===== src/rtl/johnson_phase_decoder_if.sv =====
// Bus between a Johnson sequence source and the phase decoder: sampled code in,
// decoded phase and health status out.
interface johnson_phase_decoder_if #(
    parameter int REV_W = 8
);
    logic [3:0]       cnt_in;
    logic             err_clr;
    logic [7:0]       phase_oh;
    logic [2:0]       phase_idx;
    logic             code_ok;
    logic             seq_err;
    logic             err_sticky;
    logic             locked;
    logic             wrap;
    logic [REV_W-1:0] rev_cnt;

    modport master (
        output cnt_in, err_clr,
        input  phase_oh, phase_idx, code_ok, seq_err, err_sticky, locked, wrap, rev_cnt
    );

    modport slave (
        input  cnt_in, err_clr,
        output phase_oh, phase_idx, code_ok, seq_err, err_sticky, locked, wrap, rev_cnt
    );
endinterface


===== src/rtl/johnson_phase_decoder.sv =====
// Decodes an 8-state Johnson counter code into one-hot/binary phase, checks code
// and step legality, tracks lock and counts full revolutions.
module johnson_phase_decoder #(
    parameter int LOCK_CNT = 8,
    parameter int REV_W    = 8
) (
    input  logic                     clk,
    input  logic                     clr,
    johnson_phase_decoder_if.slave   bus
);
    localparam int LW = $clog2(LOCK_CNT + 1);

    logic             dec_ok;
    logic [2:0]       dec_idx;

    logic [7:0]       phase_oh_q,   phase_oh_d;
    logic [2:0]       phase_idx_q,  phase_idx_d;
    logic             code_ok_q,    code_ok_d;
    logic             seq_err_q,    seq_err_d;
    logic             err_sticky_q, err_sticky_d;
    logic             locked_q,     locked_d;
    logic             wrap_q,       wrap_d;
    logic [REV_W-1:0] rev_cnt_q,    rev_cnt_d;
    logic             prev_ok_q,    prev_ok_d;
    logic [2:0]       prev_idx_q,   prev_idx_d;
    logic [LW-1:0]    lock_cnt_q,   lock_cnt_d;

    always_comb begin
        dec_ok  = 1'b1;
        dec_idx = 3'd0;
        case (bus.cnt_in)
            4'h0:    dec_idx = 3'd0;
            4'h8:    dec_idx = 3'd1;
            4'hC:    dec_idx = 3'd2;
            4'hE:    dec_idx = 3'd3;
            4'hF:    dec_idx = 3'd4;
            4'h7:    dec_idx = 3'd5;
            4'h3:    dec_idx = 3'd6;
            4'h1:    dec_idx = 3'd7;
            default: dec_ok  = 1'b0;
        endcase
    end

    always_comb begin
        code_ok_d   = dec_ok;
        phase_idx_d = dec_ok ? dec_idx : 3'd0;
        phase_oh_d  = dec_ok ? (8'd1 << dec_idx) : 8'd0;
        seq_err_d   = 1'b0;
        wrap_d      = 1'b0;
        lock_cnt_d  = lock_cnt_q;
        locked_d    = locked_q;
        prev_ok_d   = prev_ok_q;
        prev_idx_d  = prev_idx_q;
        rev_cnt_d   = rev_cnt_q;

        if (!dec_ok) begin
            seq_err_d  = 1'b1;
            lock_cnt_d = '0;
            locked_d   = 1'b0;
            prev_ok_d  = 1'b0;
        end else if (!prev_ok_q) begin
            // First legal sample after reset or an illegal code: no step to judge.
            prev_ok_d  = 1'b1;
            prev_idx_d = dec_idx;
        end else begin
            prev_idx_d = dec_idx;
            if (dec_idx == prev_idx_q + 3'd1) begin
                if (lock_cnt_q != LW'(LOCK_CNT)) begin
                    lock_cnt_d = lock_cnt_q + LW'(1);
                end
                if (lock_cnt_d == LW'(LOCK_CNT)) begin
                    locked_d = 1'b1;
                end
                if (prev_idx_q == 3'd7) begin
                    wrap_d    = 1'b1;
                    rev_cnt_d = rev_cnt_q + REV_W'(1);
                end
            end else begin
                seq_err_d  = 1'b1;
                lock_cnt_d = '0;
                locked_d   = 1'b0;
            end
        end

        // A new error outranks a simultaneous clear request.
        if (seq_err_d) begin
            err_sticky_d = 1'b1;
        end else if (bus.err_clr) begin
            err_sticky_d = 1'b0;
        end else begin
            err_sticky_d = err_sticky_q;
        end
    end

    always_ff @(posedge clk or negedge clr) begin
        if (!clr) begin
            phase_oh_q   <= '0;
            phase_idx_q  <= '0;
            code_ok_q    <= 1'b0;
            seq_err_q    <= 1'b0;
            err_sticky_q <= 1'b0;
            locked_q     <= 1'b0;
            wrap_q       <= 1'b0;
            rev_cnt_q    <= '0;
            prev_ok_q    <= 1'b0;
            prev_idx_q   <= '0;
            lock_cnt_q   <= '0;
        end else begin
            phase_oh_q   <= phase_oh_d;
            phase_idx_q  <= phase_idx_d;
            code_ok_q    <= code_ok_d;
            seq_err_q    <= seq_err_d;
            err_sticky_q <= err_sticky_d;
            locked_q     <= locked_d;
            wrap_q       <= wrap_d;
            rev_cnt_q    <= rev_cnt_d;
            prev_ok_q    <= prev_ok_d;
            prev_idx_q   <= prev_idx_d;
            lock_cnt_q   <= lock_cnt_d;
        end
    end

    assign bus.phase_oh   = phase_oh_q;
    assign bus.phase_idx  = phase_idx_q;
    assign bus.code_ok    = code_ok_q;
    assign bus.seq_err    = seq_err_q;
    assign bus.err_sticky = err_sticky_q;
    assign bus.locked     = locked_q;
    assign bus.wrap       = wrap_q;
    assign bus.rev_cnt    = rev_cnt_q;
endmodule


===== src/flat_wrapper.sv =====
// flat-port wrapper written by rule: the top's interface ports become plain ports
module johnson_phase_decoder_flat 
#(
    parameter int LOCK_CNT = 8,
    parameter int REV_W    = 8
)
  (clk, clr, bus_cnt_in, bus_err_clr, bus_phase_oh, bus_phase_idx, bus_code_ok, bus_seq_err, bus_err_sticky, bus_locked, bus_wrap, bus_rev_cnt);
  johnson_phase_decoder_if #(.REV_W(REV_W)) bus_i ();
  input  logic clk;
  input  logic clr;
  input wire logic [$bits(bus_i.cnt_in)-1:0] bus_cnt_in;
  input wire logic [$bits(bus_i.err_clr)-1:0] bus_err_clr;
  output wire logic [$bits(bus_i.phase_oh)-1:0] bus_phase_oh;
  output wire logic [$bits(bus_i.phase_idx)-1:0] bus_phase_idx;
  output wire logic [$bits(bus_i.code_ok)-1:0] bus_code_ok;
  output wire logic [$bits(bus_i.seq_err)-1:0] bus_seq_err;
  output wire logic [$bits(bus_i.err_sticky)-1:0] bus_err_sticky;
  output wire logic [$bits(bus_i.locked)-1:0] bus_locked;
  output wire logic [$bits(bus_i.wrap)-1:0] bus_wrap;
  output wire logic [$bits(bus_i.rev_cnt)-1:0] bus_rev_cnt;
  assign bus_i.cnt_in = bus_cnt_in;
  assign bus_i.err_clr = bus_err_clr;
  assign bus_phase_oh = bus_i.phase_oh;
  assign bus_phase_idx = bus_i.phase_idx;
  assign bus_code_ok = bus_i.code_ok;
  assign bus_seq_err = bus_i.seq_err;
  assign bus_err_sticky = bus_i.err_sticky;
  assign bus_locked = bus_i.locked;
  assign bus_wrap = bus_i.wrap;
  assign bus_rev_cnt = bus_i.rev_cnt;
  johnson_phase_decoder #(.LOCK_CNT(LOCK_CNT), .REV_W(REV_W)) u_core (.clk(clk), .clr(clr), .bus(bus_i));
endmodule

===== config.mk =====
export PLATFORM = sky130hd
export DESIGN_NAME = johnson_phase_decoder_flat
export DESIGN_NICKNAME = d
export VERILOG_FILES = /design/src/rtl/johnson_phase_decoder_if.sv /design/src/rtl/johnson_phase_decoder.sv /design/src/flat_wrapper.sv
export SDC_FILE = /design/constraint.sdc
export NUM_CORES = 1
export LEC_CHECK = 0
export ABC_CLOCK_PERIOD_IN_PS = 7100
export BUFFER_PORTS_ARGS = -buffer_cell sky130_fd_sc_hd__buf_2
export CAP_MARGIN = 20
export CORE_MARGIN = 3
export CORE_UTILIZATION = 50
export DETAILED_ROUTE_END_ITERATION = 12
export PLACE_DENSITY = 0.73
export SETUP_SLACK_MARGIN = 0.4
export SLEW_MARGIN = 20
export SYNTH_ARGS = -nofsm -noshare
export SYNTH_HDL_FRONTEND = slang
export SYNTH_SLANG_ARGS = --single-unit

===== constraint.sdc =====
create_clock -name clk -period 7.1 [get_ports clk]
set_clock_uncertainty 0.15 [all_clocks]
set_input_delay 1.42 -clock clk [delete_from_list [all_inputs] [get_ports clk]]
set_output_delay 1.42 -clock clk [all_outputs]
set_load 0.02 [all_outputs]

# Word level (Yosys, flattened, before mapping)

Index checks and enable logic that the tools add are counted.

Logic and storage cells: 58
Output and inout bits: 24
Bits in registers: 32

Add/subtract/negate cells: 3
Reduce and logical (&&, ||, !) cells: 5
Mux-type cells: 25
Equal/unequal tests: 13
Shifts and indexed selects: 1

Operators with widths:

| cell                | count |
|---|---|
| $mux 4              | 7 |
| $pmux 3 s7          | 1 |
| $eq 4x4->1 const B  | 5 |
| $mux 1              | 15 |
| $add 8x1->8 const B | 1 |
| $mux 8              | 1 |
| $reduce_or 8->1     | 1 |
| $shl 1x3->8 const A | 1 |
| $add 4x1->4 const B | 1 |
| $eq 4x1->1 const B  | 1 |
| $eq 4x2->1 const B  | 1 |
| $eq 4x3->1 const B  | 1 |
| $logic_not 4->1     | 1 |
| $ne 4x4->1 const B  | 1 |
| $reduce_and 4->1    | 1 |
| $add 3x1->3 const B | 1 |
| $eq 3x3->1          | 1 |
| $eq 3x3->1 const B  | 1 |
| $mux 3              | 1 |
| $ne 3x3->1 const B  | 1 |
| $ne 2x2->1 const B  | 1 |
| $reduce_and 2->1    | 1 |
| $reduce_bool 2->1   | 1 |

# Logic depth before layout (Yosys ltp)

Depth in word-level cells: 11
Gate-level depth with buffers: 8
Mapped depth without buffers: 7

# Least setup slack after synthesis

OpenSTA, ideal clock, no wires.

Path type: input to register
From: in bus_cnt_in[0]
To: reg u_core.rev_cnt_q[1] (netlist: u_core.bus.rev_cnt[1])
Stages: 6
Library setup time: 0.128 ns
Data arrival time: 2.756 ns
Path slack: 4.067 ns
Buffers on the path: 1
Data required time: 6.822 ns
Cells stage by stage: buf_6 > or3b_1 > a21oi_2 > o221ai_2 > nor3_2 > mux2_1

Cells in the longest elaborated chain, start to end: 4

Ends and longest elaborated chain:

| what                                                 | RTL line                                                 | text |
|---|---|---|
| start, declared                                      | flat_wrapper.sv:11                                       | `input wire logic [$bits(bus_i.cnt_in)-1:0] bus_cnt_in;` |
| $eq 4x1->1, or another cell as far along             | johnson_phase_decoder.sv:31                              | `case (bus.cnt_in)` |
| $pmux 3 s7 / $reduce_or 8->1 (equally long branches) | --                                                       |  |
| $eq 3x3->1 / $mux 1 (equally long branches)          | johnson_phase_decoder.sv:67, johnson_phase_decoder.sv:31 |  |
| $reduce_and 4->1 (no line) (*)                       | --                                                       |  |
| end signal, assigned                                 | johnson_phase_decoder.sv:116                             | `rev_cnt_q <= rev_cnt_d;` |
| end, declared                                        | johnson_phase_decoder.sv:23                              | `logic [REV_W-1:0] rev_cnt_q, rev_cnt_d;` |

Mark *: on every way between the ends. The rest lies on a longest branch, timed or not.
A chain may end at the register's enable or synchronous reset.

# Final worst setup path

From: in bus_cnt_in[2]
To: reg u_core.rev_cnt_q[1] (netlist: u_core.bus.rev_cnt[1])

Same word-level chain as after synthesis.

==> summary.md <==
| Metric | Value |
|---|---|
| Worst Tran Pin Value | 1010 ps |
| CP Launch Type | input pin |
| Switching share of power | 32.2% |
| CTS buffer count | 5 |
| Sequential Power Share | 53.5% |
| Core area | 2880 um^2 |
| Rel. slew slack | 32.8% |
| Pint | 0.253 mW |
| WHS | 321 ps |
| Final setup vio count | 0 |
| Setup TNS | 0 ps |
| Post-DR wirelength/cell | 13.6 um |
| Critical path endpoint | u_core.bus.rev_cnt[1] |
| P_sw | 0.121 mW |
| Sequential area share after synthesis | 49.1% |
| Post-CTS setup buffer count | 0 |
| RSZ-0062 raised after global routing | false |
| All-Layer GR Usage | 17.9% |
| Maximum clock path buffer count | 2 |
| Syn Inst Count | 148 |
| Number of flops mapped to enable cells by yosys | 0 |
| FFs w/ async S/R, synth | 100% |
| Status | finished, final reports clean |
| Antenna Cells | 0 |
| Site row count | 19 |
| Reg2Reg Depth | 7 |
| Area growth from synthesis to layout | 11.2% |
| Warnings, synthesis | 0 |
| Finished Layout Cells | 216 |
| Post-route DRC | 0 |
| Final Worst Setup Slack | 3880 ps |
| Post-Syn Area | 1580 um^2 |
| Fmax | 311 MHz |
| Root buffer cell | clkbuf_4 |
| Worst Setup End Kind | flip-flop |
| IO buf count | 30 |
| CTS H-tree lvls | 2 |
| Die H | 62.2 um |
| FF-to-FF End | u_core.bus.rev_cnt[1] |
| Io pins | 31 |
| Pre-CTS WS | 3510 ps |
| Hold buffers post-CTS | 0 |
| Max-Cap Viols | 0 |
| Largest net degree at the start of global routing | 32 |
| Post-layout nets | 187 |
| Leakage power total | 0.910 nW |
| Detailed Place HPWL | 2.19 mm |
| Routed wire length | 2.94 mm |
| Power Density | 213 nW/um^2 |
| Initial antenna violation count | 0 |
| Mapped Nets | 160 |
| Synth Area per Inst | 10.7 um^2 |
| #FFs+latches synth | 31 |
| First-pass GRT wire length | 5.48 mm |
| Number of vias per cell | 5.42 |
| Clock Latency Late Sink | 320 ps |
| TritonRoute pass-1 iters | 4 |
| Total global routing overflow | 0 |
| Hold WC Path Type | reg -> reg |
| Clock transition at path regs | 80 ps |
| Starting Density | 54.9% |
| CTS tree | built |
| Final ANT Viol Nets | 0 |
| Critical Path Fanout Max | 18 |
| Critical path class | in -> reg |
| DRT iter0 DRCs | 59 |
| Sinks on Clock Net | 31 |
| Worst r2r src | u_core.prev_idx_q[0] |
| Commonest non-fill, non-tap cell in the layout | dfrtp_1 |
| Most frequent cells in the layout | 31 x dfrtp_1, 30 x buf_2, 11 x nor2_1 |
| Worst setup path start | bus_cnt_in[2] |
| Clock share of power | 23.3% |
| WP data required | 7160 ps |
| Top_reg_cell synth | dfrtp_1 |
| Arr. time, crit path | 3280 ps |
| Yosys cell types | 41 |
| Final Wtd Congestion | 0.796 |
| Peak supply drop | 0.138 mV |
| Crit share post-route | 45.4% |
| Inst Count DP | 210 |
| Period minus WS final | 3220 ps |
| Final Instance Area | 1760 um^2 |
| Number of global-route vias before repair | 1139 |
| PostCTS Resize Cnt | 0 |
| Die area | 3870 um^2 |
| Logic pwr share | 23.2% |
| Max-slew violation count | 0 |
| Final Hold Viols | 0 |
| Die width | 62.2 um |
| Vias | 1171 |
| R2r setup slk | 4340 ps |
| Placed Area | 1720 um^2 |
| Fraction of layout cells with a size suffix above 1 | 25.3% |
## power groups by stage
stage | Clock, mW | Combinational [mW] | Sequential, mW
global route | 0.101 | 0.0988 | 0.203
floorplan | 0 | 0.0570 | 0.214
finish | 0.0870 | 0.0866 | 0.200
CTS | 0.0907 | 0.0877 | 0.200
detailed placement | 0 | 0.0876 | 0.204
global placement | 0 | 0.0842 | 0.203
## worst min-delay path by stage
stage | from | to | slack, ps | depth (start not counted)
after global placement | u_core.bus.rev_cnt[7] | u_core.bus.rev_cnt[7] | 300 | 1
after global routing | u_core.bus.rev_cnt[5] | u_core.bus.rev_cnt[5] | 360 | 1
after detailed placement | u_core.bus.rev_cnt[7] | u_core.bus.rev_cnt[7] | 310 | 1
final | u_core.bus.rev_cnt[7] | u_core.bus.rev_cnt[7] | 320 | 1
after CTS | u_core.bus.rev_cnt[7] | u_core.bus.rev_cnt[7] | 330 | 1
after floorplan | u_core.prev_idx_q[2] | u_core.prev_idx_q[2] | 310 | 1
## per-layer routing
layer  wire length (um)  track usage, %  part of all wire, %
met2               1480            28.2                   50
met5                  0               0                    0
met4                 70            9.12                  2.4
met1               1270            23.1                   43
met3                119            4.14                  4.1
## per-stage QoR
step,utilization (%),power [mW]
after floorplan,-,0.271
after global placement,59.6,0.287
after detailed placement,59.6,0.291
after CTS,61.1,0.379
after global routing,61.1,0.403
final,61.1,0.374
## cells by family (layout without fill, tap and decap cells)
family                   count (synthesis)  count (layout)  share of synthesized area (%)
AND/OR/NAND/NOR                         53              53                           20.6
XOR/XNOR                                11              11                           6.10
AO/OA/AOI/OAI                           24              24                           10.5
adder cells (fa/ha/maj)                  5               5                           3.96
multiplexers                             5               5                           3.33
flip-flops                              31              31                           49.1
buffers and inverters                   19              45                           6.41
## layout make-up
cell class              instances  area (um^2)
repair buffers                 30          150
flip-flops and latches         31          776
clock buffers                   6         41.3
multi-input cells              98          703
inverters                       9         33.8
well taps                      42         52.6
fillers                       268         1120
## cell usage after synthesis (2+ instances only)
| master | number | area [um^2] |
|---|---|---|
| ha_1 | 5 | 62.6 |
| o22ai_1 | 3 | 18.8 |
| nand4_1 | 3 | 18.8 |
| a21o_1 | 2 | 15.0 |
| nor3_1 | 6 | 30.0 |
| o21ai_0 | 2 | 10.0 |
| buf_2 | 6 | 30.0 |
| nand3_1 | 7 | 35.0 |
| nor4b_2 | 2 | 30.0 |
| buf_6 | 2 | 22.5 |
| mux2i_1 | 3 | 30.0 |
| o31ai_1 | 4 | 30.0 |
| dfrtp_1 | 31 | 776 |
| nor2_1 | 11 | 41.3 |
| buf_4 | 2 | 15.0 |
| nor4_2 | 3 | 37.5 |
| xor2_1 | 10 | 87.6 |
| inv_1 | 9 | 33.8 |
| nand2_1 | 7 | 26.3 |
| or2_1 | 2 | 12.5 |
| a21oi_1 | 6 | 30.0 |
| nand3b_1 | 2 | 15.0 |
| or3b_1 | 2 | 17.5 |
## critical path, cell delays in order
cell and delay, ps:
buf_2 250, nand3b_1 150, o221ai_1 100, a21oi_1 820
nor3_2 170, mux2_1 360
## registers in the layout (all words and copies together), names as in the netlist
| signal | cells |
|---|---|
| u_core.bus.seq_err | 1 |
| u_core.bus.rev_cnt | 8 |
| u_core.bus.phase_oh | 8 |
| u_core.bus.code_ok | 1 |
| u_core.bus.phase_idx | 3 |
| u_core.bus.wrap | 1 |
| u_core.lock_cnt_q | 4 |
| u_core.prev_idx_q | 3 |
| u_core.bus.locked | 1 |
| u_core.bus.err_sticky | 1 |
Note: power is estimated with default switching activity, not from simulation.
